--- config.mk ---
export PLATFORM = sky130hd
export DESIGN_NAME = vga_timing_gen
export DESIGN_NICKNAME = d
export VERILOG_FILES = /design/src/rtl/vga_timing_gen.sv
export SDC_FILE = /design/constraint.sdc
export NUM_CORES = 1
export LEC_CHECK = 0
export BUFFER_PORTS_ARGS = -buffer_cell sky130_fd_sc_hd__buf_2
export CAP_MARGIN = 15
export CORE_MARGIN = 2
export CORE_UTILIZATION = 43
export CTS_CLUSTER_SIZE = 14
export DETAILED_ROUTE_END_ITERATION = 6
export SKIP_CTS_REPAIR_TIMING = 1
export SLEW_MARGIN = 20
export SYNTH_ARGS = -nofsm -noshare
export SYNTH_HDL_FRONTEND = slang
export SYNTH_SLANG_ARGS = --single-unit
export TNS_END_PERCENT = 5
--- constraint.sdc ---
create_clock -name CLOCK_50 -period 8.4 [get_ports CLOCK_50]
set_input_delay 1.68 -clock CLOCK_50 [delete_from_list [all_inputs] [get_ports CLOCK_50]]
set_output_delay 1.68 -clock CLOCK_50 [all_outputs]
set_load 0.02 [all_outputs]
--- src/rtl/vga_timing_gen.sv ---
// vga_timing_gen: parametrised VGA raster timing generator.
// Runs from CLOCK_50 with an internal pixel divider. Every output is a flop
// decoded from the *next* counter values, so the outputs always describe the
// pixel currently held in the counters.
module vga_timing_gen #(
  parameter int CLK_DIV  = 2,
  parameter int H_ACTIVE = 640,
  parameter int H_FP     = 16,
  parameter int H_SYNC   = 96,
  parameter int H_BP     = 48,
  parameter int V_ACTIVE = 480,
  parameter int V_FP     = 10,
  parameter int V_SYNC   = 2,
  parameter int V_BP     = 33,
  parameter bit HS_POL   = 1'b0,
  parameter bit VS_POL   = 1'b0,
  parameter int FRAME_W  = 16,
  localparam int H_TOTAL = H_ACTIVE + H_FP + H_SYNC + H_BP,
  localparam int V_TOTAL = V_ACTIVE + V_FP + V_SYNC + V_BP,
  localparam int COL_W   = $clog2(H_TOTAL),
  localparam int ROW_W   = $clog2(V_TOTAL)
) (
  input  logic               CLOCK_50,
  input  logic               reset,
  input  logic               enable,
  input  logic               restart,
  output logic               HS,
  output logic               VS,
  output logic               blank,
  output logic [COL_W-1:0]   col,
  output logic [ROW_W-1:0]   row,
  output logic               pix_en,
  output logic               sof,
  output logic               eol,
  output logic [FRAME_W-1:0] frame_cnt
);

  generate
    if (CLK_DIV < 1 || H_FP < 1 || H_SYNC < 1 || H_BP < 1 ||
        V_FP < 1 || V_SYNC < 1 || V_BP < 1) begin : g_bad_params
      $error("vga_timing_gen: porch/sync widths must be >= 1 and CLK_DIV >= 1");
    end
  endgenerate

  localparam int DIV_W = (CLK_DIV > 1) ? $clog2(CLK_DIV) : 1;

  localparam logic [DIV_W-1:0] DIV_LAST = DIV_W'(CLK_DIV - 1);
  localparam logic [COL_W-1:0] H_LAST   = COL_W'(H_TOTAL - 1);
  localparam logic [COL_W-1:0] H_ACT    = COL_W'(H_ACTIVE);
  localparam logic [COL_W-1:0] H_EOL    = COL_W'(H_ACTIVE - 1);
  localparam logic [COL_W-1:0] HS_BEG   = COL_W'(H_ACTIVE + H_FP);
  localparam logic [COL_W-1:0] HS_END   = COL_W'(H_ACTIVE + H_FP + H_SYNC);
  localparam logic [ROW_W-1:0] V_LAST   = ROW_W'(V_TOTAL - 1);
  localparam logic [ROW_W-1:0] V_ACT    = ROW_W'(V_ACTIVE);
  localparam logic [ROW_W-1:0] VS_BEG   = ROW_W'(V_ACTIVE + V_FP);
  localparam logic [ROW_W-1:0] VS_END   = ROW_W'(V_ACTIVE + V_FP + V_SYNC);

  logic [DIV_W-1:0] r_div;
  logic [COL_W-1:0] r_h;
  logic [ROW_W-1:0] r_v;
  // Cleared by reset; the first enabled edge after reset only presents
  // pixel (0,0) without stepping, so pixel 0 gets a full pixel period.
  logic             r_run;

  logic [DIV_W-1:0] w_div_n;
  logic [COL_W-1:0] w_h_n;
  logic [ROW_W-1:0] w_v_n;
  logic             w_frame_inc;
  logic             w_pix_n;

  // Next counter state; restart overrides freeze and the natural wrap.
  always_comb begin
    w_div_n     = r_div;
    w_h_n       = r_h;
    w_v_n       = r_v;
    w_frame_inc = 1'b0;
    if (restart) begin
      w_div_n = '0;
      w_h_n   = '0;
      w_v_n   = '0;
    end else if (enable && r_run) begin
      if (r_div == DIV_LAST) begin
        w_div_n = '0;
        if (r_h == H_LAST) begin
          w_h_n = '0;
          if (r_v == V_LAST) begin
            w_v_n       = '0;
            w_frame_inc = 1'b1;
          end else begin
            w_v_n = r_v + 1'b1;
          end
        end else begin
          w_h_n = r_h + 1'b1;
        end
      end else begin
        w_div_n = r_div + 1'b1;
      end
    end
    w_pix_n = enable && (w_div_n == DIV_LAST);
  end

  // Counters and registered decode of the pixel being loaded into them.
  always_ff @(posedge CLOCK_50 or posedge reset) begin
    if (reset) begin
      r_div     <= '0;
      r_h       <= '0;
      r_v       <= '0;
      r_run     <= 1'b0;
      frame_cnt <= '0;
      HS        <= ~HS_POL;
      VS        <= ~VS_POL;
      blank     <= 1'b1;
      col       <= '0;
      row       <= '0;
      pix_en    <= 1'b0;
      sof       <= 1'b0;
      eol       <= 1'b0;
    end else if (restart || enable) begin
      r_div     <= w_div_n;
      r_h       <= w_h_n;
      r_v       <= w_v_n;
      r_run     <= 1'b1;
      frame_cnt <= frame_cnt + FRAME_W'(w_frame_inc);
      HS        <= (w_h_n >= HS_BEG && w_h_n < HS_END) ? HS_POL : ~HS_POL;
      VS        <= (w_v_n >= VS_BEG && w_v_n < VS_END) ? VS_POL : ~VS_POL;
      blank     <= (w_h_n >= H_ACT) || (w_v_n >= V_ACT);
      col       <= (w_h_n < H_ACT) ? w_h_n : '0;
      row       <= (w_v_n < V_ACT) ? w_v_n : '0;
      pix_en    <= w_pix_n;
      sof       <= w_pix_n && (w_h_n == '0) && (w_v_n == '0);
      eol       <= w_pix_n && (w_h_n == H_EOL) && (w_v_n < V_ACT);
    end else begin
      // Frozen: raster position and levels hold, strobes are suppressed.
      pix_en <= 1'b0;
      sof    <= 1'b0;
      eol    <= 1'b0;
    end
  end

endmodule

Word-level counts from Yosys, hierarchy flattened
Index checks and enable logic that the tools add are counted.
Storage, ports and cells
  output and inout port bits: 42
  register bits: 64
  logic and storage cells: 64
  input port bits: 4
Operators by class
  multiplexer cells: 24
  order comparisons: 8
  equal/unequal tests: 3
  reduce and logical (&&, ||, !) cells: 12
  $add $sub $neg: 4
Operator list (count)
  10-bit two-way mux: 11
  10-bit equality test, second input constant: 3
  10-bit by 1-bit adder with 10-bit output, second input constant: 2
  10-bit greater-or-equal comparator, second input constant: 2
  10-bit by 9-bit greater-or-equal comparator with 1-bit output, second input constant: 2
  10-bit logical NOT: 2
  10-bit less-than comparator, second input constant: 2
  10-bit by 9-bit less-than comparator with 1-bit output, second input constant: 2
  16-bit by 1-bit adder with 16-bit output: 1
  1-bit two-way mux: 13
  1-bit logical AND: 8
  1-bit logical OR: 2
  1-bit adder, second input constant: 1

Longest topological paths before layout
Gate-level depths: netlist of the first run.
  depth after elaboration: 9
  gate-level depth with buffers: 12
  mapped depth without buffers: 11

Worst setup path after synthesis of the first run
OpenSTA, ideal clock, no wires.
  kind: in2reg
  start: in enable
  end: reg frame_cnt[13]
  path buffers: 3
  library setup time: 0.129 ns
  setup slack: 4.388 ns
  required time: 8.271 ns
  stages on the path: 11
  arrival: 3.883 ns
  cells stage by stage: buf_2 -> nand4_1 -> clkbuf_1 -> nor4_2 -> buf_2 -> and3_1 -> ha_1 -> nand3_1 -> nor3_1 -> nand3_1 -> xnor2_1
Between the ends
  longest elaborated chain between the ends: 4
  elaborated cells on any way between the ends: 5
  classes of those cells: add/sub (1); mux (2); reduce/logical (2)
RTL lines
  start, declared: RTL line 25  | input logic enable,
  1-bit logical AND: RTL line 81  | end else if (enable && r_run) begin
  1-bit two-way mux: RTL line 81
  1-bit two-way mux: RTL line 77  | if (restart) begin
  16-bit by 1-bit adder with 16-bit output: RTL line 123  | frame_cnt <= frame_cnt + FRAME_W'(w_frame_inc);
  end signal, assigned: RTL line 123
  end, declared: RTL line 35  | output logic [FRAME_W-1:0] frame_cnt
Parallel ways exist; a longest one is shown, timed or not.
A chain may end at the register's enable or synchronous reset.

Worst setup path after layout of the first run
  start: in enable
  end: reg sof
Between the ends
  longest elaborated chain between the ends: 7
  elaborated cells on any way between the ends: 14
  classes of those cells: mux (7); reduce/logical (7)
RTL lines
  1-bit logical AND: RTL line 81
  10-bit two-way mux or 1-bit two-way mux (tied branches): RTL line 81
  10-bit two-way mux or 1-bit two-way mux (tied branches): RTL line 77
  10-bit logical NOT or 1-bit logical AND (tied branches): RTL line 130, 99
  1-bit logical AND (2 in a row): RTL line 130  | sof <= w_pix_n && (w_h_n == '0) && (w_v_n == '0);
  1-bit two-way mux *: RTL line 118  | end else if (restart || enable) begin
  end signal, assigned: RTL line 130
  end, declared: RTL line 33  | output logic sof,
Every way passes the cells marked *; elsewhere a longest branch is shown, timed or not.

==> impl_metrics.yaml, run 1 <==
layout:
  syn_to_final_growth_pct: 17.3
  mostFrequentLayoutCells: "sky130_fd_sc_hd__dfrtp_1, sky130_fd_sc_hd__buf_2, sky130_fd_sc_hd__nand2_1"
  drive_gt1_share_pct: 21.6
  cell_area_after_layout_sq_mm: 0.00368
  nNetsFinal: 360
  final_cells: 455
  antenna-diode-count: 0
  mostFrequentLayoutCell: "sky130_fd_sc_hd__dfrtp_1"
  final_util_pct: 51.5
pwr:
  ir_drop_v: 0.000102
  pwr_density_cell_mw_per_mm2: 176
  cell_internal_pwr_uw: 489
  power_switching_uw: 157
  total_leakage_power_uw: 0.00176
  switching_share_pct: 24.3
  power.combinational.fraction_pct: 4.5
  fraction_of_power_consumed_by_the_clock_network_pct: 47.0
  power.share.sequential_pct: 48.5
timing:
  final.period_utilization_pct: 52.5
  clock_period_minus_final_worst_setup_slack_ps: 4410
  final-hold-violation-count: 0
  worst_slew_pin_slew_ps: 788
  worst_slew_margin_rel_pct: 47.4
  unrepaired_setup_endpoints_after_global_routing: "false"
  fin_setup_tns_ps: 0
  post_route_clock_skew_ps: 14.1
  slew_violations: 0
  setup-violations-final: 0
  finalWorstSetupSlack_ps: 3990
  achievable_clock_frequency_ghz: 0.227
critical_path:
  reg2reg_depth: 7
  timing.critical_path.from_type: "primary input"
  cp_max_stage_delay_ps: 730
  reg2reg_to: "sof"
  worst_r2r_startpoint: "r_h[1]"
  cp_cell_sequence: "buf_2 -> nand4_1 -> or4_4 -> or3_1 -> a311o_1 -> or4b_1 -> nor4_2"
  r2r_slack_ps: 5150
  end_kind: "flip-flop"
  crit_arrival_ps: 4660
  worstSetupPathType: "primary input to flip-flop"
  cp_data_required_time_ps: 8650
  worstPathMaxFanout: 19
  critPathSlowestCell: "sky130_fd_sc_hd__or4_4"
floorplan:
  row_cnt: 31
  die-area_sq_mm: 0.00799
  initial_core_util_pct: 43.9
  die_w_um: 89.4
  die_h_um: 89.4
  io-pin-count: 46
  floorplan.core_area_sq_mm: 0.00714
yosys:
  number_of_enable_flip_flop_cells_after_synthesis: 0
  synth_area_per_cell_sq_um: 10.2
  synth.area.top_cells: "sky130_fd_sc_hd__dfrtp_1, sky130_fd_sc_hd__xnor2_1, sky130_fd_sc_hd__nand2_1, sky130_fd_sc_hd__nand3_1, sky130_fd_sc_hd__xor2_1"
  cell_area_after_technology_mapping_sq_mm: 0.00313
  synthesis.yosys.warnings: 0
  ys_seq_area_share_pct: 51.2
  synth.distinct_cells: 51
  netlist_instances: 306
  synthArstFlopShare_pct: 100
  postSynthNetCount: 315
  postSynthRegisterBits: 64
  post-synth-top-area-fraction_pct: 48.7
  synth_top_cell_by_area: "sky130_fd_sc_hd__dfrtp_1"
  synth_top_flop_cell: "sky130_fd_sc_hd__dfrtp_1"
global_route:
  largest_net_degree_at_the_start_of_global_routing: 65
  first_global_vias: 2357
  grt_first_pass_wirelength_mm: 12.2
  globalRoute.totalOverflow: 0
  grt_antenna_before_repair: 0
  grt_usage_pct: 20.3
routing:
  vias_per_cell: 5.54
  post_detailed_route_drc_marker_count: 0
  wl_per_cell_um: 16.4
  detail_route.iter0.violations: 150
  antenna_left: 0
  route.final.wire_length_mm: 7.45
  dr_total_vias: 2521
  drt_first_pass_iters: 4
placed_design:
  place_hpwl_mm: 5.25
  portBuffers: 45
  place_worst_setup_slack_ps: 3690
  routabilityCongestion: 0.903
  placedInstanceArea_sq_mm: 0.00345
  numPlacedInstances: 439
clocking:
  sink_count_of_the_clock_tree: 64
  cts.clk_slew.worst_paths_ps: 80
  cts_htree_levels: 3
  clock_latency_ps: 350
  cts_root_buf: "sky130_fd_sc_hd__clkbuf_8"
  clockBufferDepth: 2
  cts_buffers: 9
  tritoncts: "yes"
hold_path:
  hold_path_startpoint: "col[9]"
  worstHoldPathType: "flip-flop to flip-flop"
  timing.hold.worst_endpoint: "col[9]"
  holdPathStages: 2
flow_run:
  cap_violations: 0
status:
  run_status: "finished clean"
layer usage:
layer  vias up  GRT usage [%]  part of all wire, %
met1      1215           28.9                   48
met2        68           29.2                   45
met5         -              0                    0
met4         0           9.23                  2.4
met3        18           4.89                  4.4
li1       1220              -                    -
cells by family after synthesis:
logic type	after synthesis	share of synthesized area, %
xor gates and xnor gates	25	6.99
DFF	64	51.2
AOI/OAI and AO/OA	57	13.6
and+or+nand+nor	130	22.7
buffers and inverters	23	2.87
muxes	2	0.639
adders and majority gates	5	2.00
critical path, delay by kind of cell:
family	cells	cell delay, ps
AOI/OAI and AO/OA	1	310
buffers and inverters	1	320
and+or+nand+nor	5	2340
registers in the layout, indices dropped and copies added (netlist names):
| signal | cells |
|---|---|
| col | 10 |
| sof | 1 |
| row | 10 |
| r_div | 1 |
| r_run | 1 |
| pix_en | 1 |
| r_v | 10 |
| frame_cnt | 16 |
| r_h | 10 |
| blank | 1 |
| eol | 1 |
| VS | 1 |
| HS | 1 |
power by group through the flow:
stage | Combinational (uW) | Clock, uW | Sequential (uW)
detailed placement | 29.9 | 0 | 320
CTS | 29.8 | 310 | 314
global route | 33.1 | 323 | 314
global placement | 29.6 | 0 | 320
floorplan | 18.6 | 0 | 321
finish | 29.1 | 303 | 314
area by class of cell:
| cell class | count | area, sq um |
|---|---|---|
| Fill cell | 678 | 3460 |
| Sequential cell | 64 | 1610 |
| Multi-Input combinational cell | 219 | 1440 |
| Timing Repair Buffer | 48 | 248 |
| Clock buffer | 9 | 124 |
| Tap cell | 99 | 124 |
| Clock inverter | 7 | 104 |
| Inverter | 9 | 33.8 |
metrics by stage:
step,hold WS (ps),total power (uW)
3_5_place_dp,468,349
5_1_grt,507,670
2_1_floorplan,484,340
3_3_place_gp,453,349
4_1_cts,485,653
6_report,481,646
synth_stat cells, drive strengths merged (3+ instances only):
| cell type | instances |
|---|---|
| a22o | 6 |
| a211oi | 3 |
| or4 | 8 |
| nor3 | 7 |
| and4 | 4 |
| buf | 3 |
| and2 | 6 |
| xnor2 | 15 |
| clkbuf | 11 |
| a21oi | 13 |
| nand2b | 3 |
| xor2 | 10 |
| o41ai | 3 |
| o21ai | 6 |
| nand4 | 11 |
| nor2 | 18 |
| inv | 9 |
| a32o | 7 |
| dfstp | 3 |
| a31oi | 3 |
| dfrtp | 61 |
| ha | 5 |
| nand3 | 19 |
| or3 | 7 |
| nand2 | 31 |
| nor4 | 5 |
| o31ai | 3 |
worst max-delay path by stage:
| stage | from | endpoint | slack, ps | cells past startpoint |
|---|---|---|---|---|
| floorplan | enable | frame_cnt[13] | 4390 | 11 |
| global placement | enable | sof | 3760 | 7 |
| detailed placement | enable | sof | 3690 | 7 |
| CTS | enable | sof | 4060 | 7 |
| global route | enable | row[7] | 3880 | 7 |
| finish | enable | sof | 3990 | 7 |
Power figures use the tool's default switching activity.
==> inputs of run 2 (changes only) <==
==> constraint.sdc (replaced) <==
create_clock -name CLOCK_50 -period 4.47 [get_ports CLOCK_50]
set_input_delay 0.894 -clock CLOCK_50 [delete_from_list [all_inputs] [get_ports CLOCK_50]]
set_output_delay 0.894 -clock CLOCK_50 [all_outputs]
set_load 0.02 [all_outputs]
==> impl_metrics.yaml, run 2 (synthesis results as in run 1) <==
pwr:
  power_switching_uw: 287
  fraction_of_power_consumed_by_the_clock_network_pct: 49.4
  power.combinational.fraction_pct: 4.3
  cell_internal_pwr_uw: 987
  switching_share_pct: 22.5
  power.share.sequential_pct: 46.2
  pwr_density_cell_mw_per_mm2: 343
  total_leakage_power_uw: 0.00178
  ir_drop_v: 0.000304
layout:
  mostFrequentLayoutCell: "sky130_fd_sc_hd__dfrtp_1"
  mostFrequentLayoutCells: "sky130_fd_sc_hd__dfrtp_1, sky130_fd_sc_hd__buf_2, sky130_fd_sc_hd__nand2_1"
  nNetsFinal: 361
  final_cells: 456
  drive_gt1_share_pct: 21.8
  largest_register_ffs: 16
  syn_to_final_growth_pct: 18.4
  max_flop_register: "frame_cnt"
  antenna-diode-count: 0
clocking:
  clockBufferDepth: 2
  cts_buffers: 9
  cts_htree_levels: 3
  cts.clk_slew.worst_paths_ps: 80
  clock_latency_ps: 340
  cts_root_buf: "sky130_fd_sc_hd__clkbuf_8"
  sink_count_of_the_clock_tree: 64
  tritoncts: "yes"
critical_path:
  cp_data_required_time_ps: 4730
  worstPathMaxFanout: 19
  worst_r2r_startpoint: "r_h[0]"
  worstSetupPathType: "primary input to flip-flop"
  timing.critical_path.from_type: "primary input"
  crit_start: "enable"
  crit_arrival_ps: 3660
  end_kind: "flip-flop"
routing:
  antenna_left: 0
  dr_total_vias: 2539
  route.final.wire_length_mm: 7.53
  detail_route.iter0.violations: 177
  drt_first_pass_iters: 4
  post_detailed_route_drc_marker_count: 0
  vias_per_cell: 5.57
  wl_per_cell_um: 16.5
flow_run:
  cap_violations: 0
floorplan:
  die-area_sq_mm: 0.00799
  row_cnt: 31
  floorplan.core_area_sq_mm: 0.00714
  die_h_um: 89.4
  die_w_um: 89.4
  io-pin-count: 46
  initial_core_util_pct: 43.9
timing:
  final.period_utilization_pct: 76.1
  fin_setup_tns_ps: 0
  worst_slew_pin_slew_ps: 855
  clock_period_minus_final_worst_setup_slack_ps: 3400
  post_route_clock_skew_ps: 9.63
  worst_slew_margin_rel_pct: 43.0
  slew_violations: 0
  setup-violations-final: 0
  final-hold-violation-count: 0
  achievable_clock_frequency_ghz: 0.294
  unrepaired_setup_endpoints_after_global_routing: "false"
status:
  run_status: "finished clean"
global_route:
  grt_usage_pct: 20.5
  first_global_vias: 2332
  largest_net_degree_at_the_start_of_global_routing: 50
  grt_antenna_before_repair: 0
  globalRoute.totalOverflow: 0
  grt_first_pass_wirelength_mm: 12.4
hold_path:
  worstHoldPathType: "flip-flop to flip-flop"
  hold_path_startpoint: "col[1]"
placed_design:
  routabilityCongestion: 0.872
  numPlacedInstances: 440
  portBuffers: 45
  place_hpwl_mm: 5.31
-- run 2: cell count changes in the layout (fill, tap and decap cells not counted), sizes merged --
cell      change
clkinvlp      +1
buf           +1
bufinv        +1
inv           -2
clkinv        -1
clkbuf        +1
-- run 2: worst max-delay path, stage by stage --
cell and delay [ps]:
sky130_fd_sc_hd__buf_2 320, sky130_fd_sc_hd__nand4_1 320, sky130_fd_sc_hd__or4_4 670, sky130_fd_sc_hd__or3_1 380, sky130_fd_sc_hd__a311o_1 310, sky130_fd_sc_hd__or4b_1 510
sky130_fd_sc_hd__nor4_2 240
-- run 2: per-stage QoR --
stage	instance area, sq um	utilization, %	total power (uW)	setup WS, ps	hold slack (ps)
5_1_grt	3710	52.0	1320	923	506
6_report	3710	52.0	1270	1070	472
2_1_floorplan	3130	-	639	1240	484
4_1_cts	3710	52.0	1290	1090	482
3_3_place_gp	3460	48.4	656	791	455
3_5_place_dp	3460	48.4	656	730	459
-- run 2: path summary, 6_finish.rpt --
kind	to	slack [ps]	depth (start not counted)
setup / recovery	sof	1070	7
hold / removal	col[1]	470	2
setup reg to reg	sof	1450	7
hold reg to reg	col[1]	470	2
max in group asynchronous	r_h[6]	3050	3
min in group asynchronous	row[9]	700	2
-- run 2: metal layers --
| layer | GRT usage [%] | vias to the layer above | wire [um] |
|---|---|---|---|
| li1 | - | 1220 | - |
| met3 | 4.89 | 10 | 360 |
| met4 | 8.41 | 0 | 105 |
| met2 | 29.6 | 71 | 3470 |
| met5 | 0 | - | 0 |
| met1 | 29.6 | 1238 | 3590 |
-- run 2: cell type report --
| cell class | count | area (sq um) |
|---|---|---|
| Clock buffer | 10 | 138 |
| Multi-Input combinational cell | 219 | 1440 |
| Inverter | 9 | 35.0 |
| Tap cell | 99 | 124 |
| Clock inverter | 6 | 115 |
| Sequential cell | 64 | 1610 |
| Fill cell | 704 | 3430 |
| Timing Repair Buffer | 49 | 255 |
-- run 2: power by group through the flow --
stage	clock, uW	sequential [uW]	combinational, uW
finish	630	589	55.1
global route	672	590	62.0
CTS	645	589	56.3
detailed placement	0	600	56.0
global placement	0	601	55.8
floorplan	0	604	34.9
==> inputs of run 3 (changes only) <==
==> constraint.sdc (replaced) <==
create_clock -name CLOCK_50 -period 3.45 [get_ports CLOCK_50]
set_input_delay 0.69 -clock CLOCK_50 [delete_from_list [all_inputs] [get_ports CLOCK_50]]
set_output_delay 0.69 -clock CLOCK_50 [all_outputs]
set_load 0.02 [all_outputs]
==> impl_metrics.yaml, run 3 (synthesis results as in run 1) <==
routing:
  antenna_left: 0
  wl_per_cell_um: 16.7
  detail_route.iter0.violations: 136
  route.final.wire_length_mm: 7.75
  drt_first_pass_iters: 4
  vias_per_cell: 5.57
  post_detailed_route_drc_marker_count: 0
  dr_total_vias: 2584
timing:
  setup-violations-final: 0
  post_route_clock_skew_ps: 4.17
  worst_slew_pin_slew_ps: 640
  unrepaired_setup_endpoints_after_global_routing: "false"
  clock_period_minus_final_worst_setup_slack_ps: 3030
  finalWorstSetupSlack_ps: 424
  achievable_clock_frequency_ghz: 0.331
  final.period_utilization_pct: 87.7
  worst_slew_margin_rel_pct: 57.1
  slew_violations: 0
  fin_setup_tns_ps: 0
  final-hold-violation-count: 0
critical_path:
  reg2reg_to: "row[7]"
  worstPathMaxFanout: 12
  reg2reg_depth: 6
  end_kind: "flip-flop"
  worstSetupPathType: "flip-flop to flip-flop"
  crit_start: "r_h[7]"
  crit_arrival_ps: 3260
  timing.critical_path.from_type: "flip-flop"
  cp_data_required_time_ps: 3690
  worstSetupEndpoint: "row[7]"
  worst_r2r_startpoint: "r_h[7]"
  r2r_slack_ps: 420
clocking:
  sink_count_of_the_clock_tree: 64
  cts.clk_slew.worst_paths_ps: 70
  tritoncts: "yes"
  cts_htree_levels: 3
  clockBufferDepth: 2
  cts_buffers: 9
  cts_root_buf: "sky130_fd_sc_hd__clkbuf_8"
  clock_latency_ps: 350
floorplan:
  die_w_um: 89.4
  row_cnt: 31
  die_h_um: 89.4
  floorplan.core_area_sq_mm: 0.00714
  die-area_sq_mm: 0.00799
  initial_core_util_pct: 43.9
  io-pin-count: 46
layout:
  max_flop_register: "frame_cnt"
  mostFrequentLayoutCell: "sky130_fd_sc_hd__dfrtp_1"
  mostFrequentLayoutCells: "sky130_fd_sc_hd__dfrtp_1, sky130_fd_sc_hd__buf_2, sky130_fd_sc_hd__nand2_1"
  final_util_pct: 52.4
  drive_gt1_share_pct: 23.3
  syn_to_final_growth_pct: 19.3
  nNetsFinal: 369
  antenna-diode-count: 0
  largest_register_ffs: 16
  cell_area_after_layout_sq_mm: 0.00374
placed_design:
  routabilityCongestion: 0.930
  place_hpwl_mm: 5.59
  place_worst_setup_slack_ps: 288
  portBuffers: 45
  placedInstanceArea_sq_mm: 0.00352
global_route:
  largest_net_degree_at_the_start_of_global_routing: 27
  grt_first_pass_wirelength_mm: 12.7
  grt_usage_pct: 21.2
  first_global_vias: 2431
  globalRoute.totalOverflow: 0
  grt_antenna_before_repair: 0
pwr:
  total_leakage_power_uw: 0.00180
  power.total_uw: 1560
  ir_drop_v: 0.000253
  pwr_density_cell_mw_per_mm2: 419
hold_path:
  worstHoldPathType: "primary input to asynchronous set/reset pin"
status:
  run_status: "finished clean"
flow_run:
  cap_violations: 0
==> run 3: changes by cell type in the layout (fill, tap and decap cells not counted), sizes merged <==
| cell | previous run | this run |
|---|---|---|
| clkinvlp | 1 | 2 |
| clkbuf | 10 | 11 |
| bufinv | 3 | 2 |
| buf | 49 | 57 |
| clkinv | 2 | 1 |
==> run 3: layer usage <==
layer / GRT usage, % / routed length, um / vias to the layer above
li1: - / - / 1237
met1: 30.8 / 3670 / 1260
met2: 29.2 / 3430 / 69
met3: 6.37 / 435 / 18
met4: 8.96 / 210 / 0
met5: 0 / 0 / -
==> run 3: layout make-up <==
type | count | area (sq um)
tap | 99 | 124
clock inverter | 5 | 80.1
inverter | 9 | 33.8
multi-input combinational | 219 | 1440
sequential | 64 | 1610
fill | 673 | 3400
timing repair buffer | 57 | 315
clock buffer | 11 | 141
==> run 3: worst min path at each step <==
stage,from,endpoint
floorplan,r_run,r_run
global placement,col[1],col[1]
detailed placement,col[1],col[1]
CTS,reset,frame_cnt[15]
global route,reset,frame_cnt[15]
finish,reset,frame_cnt[9]
==> run 3: worst max-delay path: stages, from the launching register on <==
cell                      delay, ps
sky130_fd_sc_hd__dfrtp_1        450
sky130_fd_sc_hd__or3b_4         430
sky130_fd_sc_hd__or4_4          580
sky130_fd_sc_hd__or4_1          580
sky130_fd_sc_hd__a22oi_1        340
sky130_fd_sc_hd__a21oi_2        220
sky130_fd_sc_hd__a32o_1         310
==> run 3: power by group <==
group          total (uW)  leakage [uW]  switching, uW  internal (uW)
sequential            764      0.000875           6.48            758
clock                 727      0.000106            301            425
combinational        73.6      0.000819           54.0           19.6
total                1560       0.00180            362           1200
==> run 3: per-stage QoR <==
step / hold WS (ps) / cells
3_3_place_gp: 454 / 448
2_1_floorplan: 484 / 306
4_1_cts: 386 / 464
6_report: 379 / 464
5_1_grt: 418 / 464
3_5_place_dp: 459 / 448
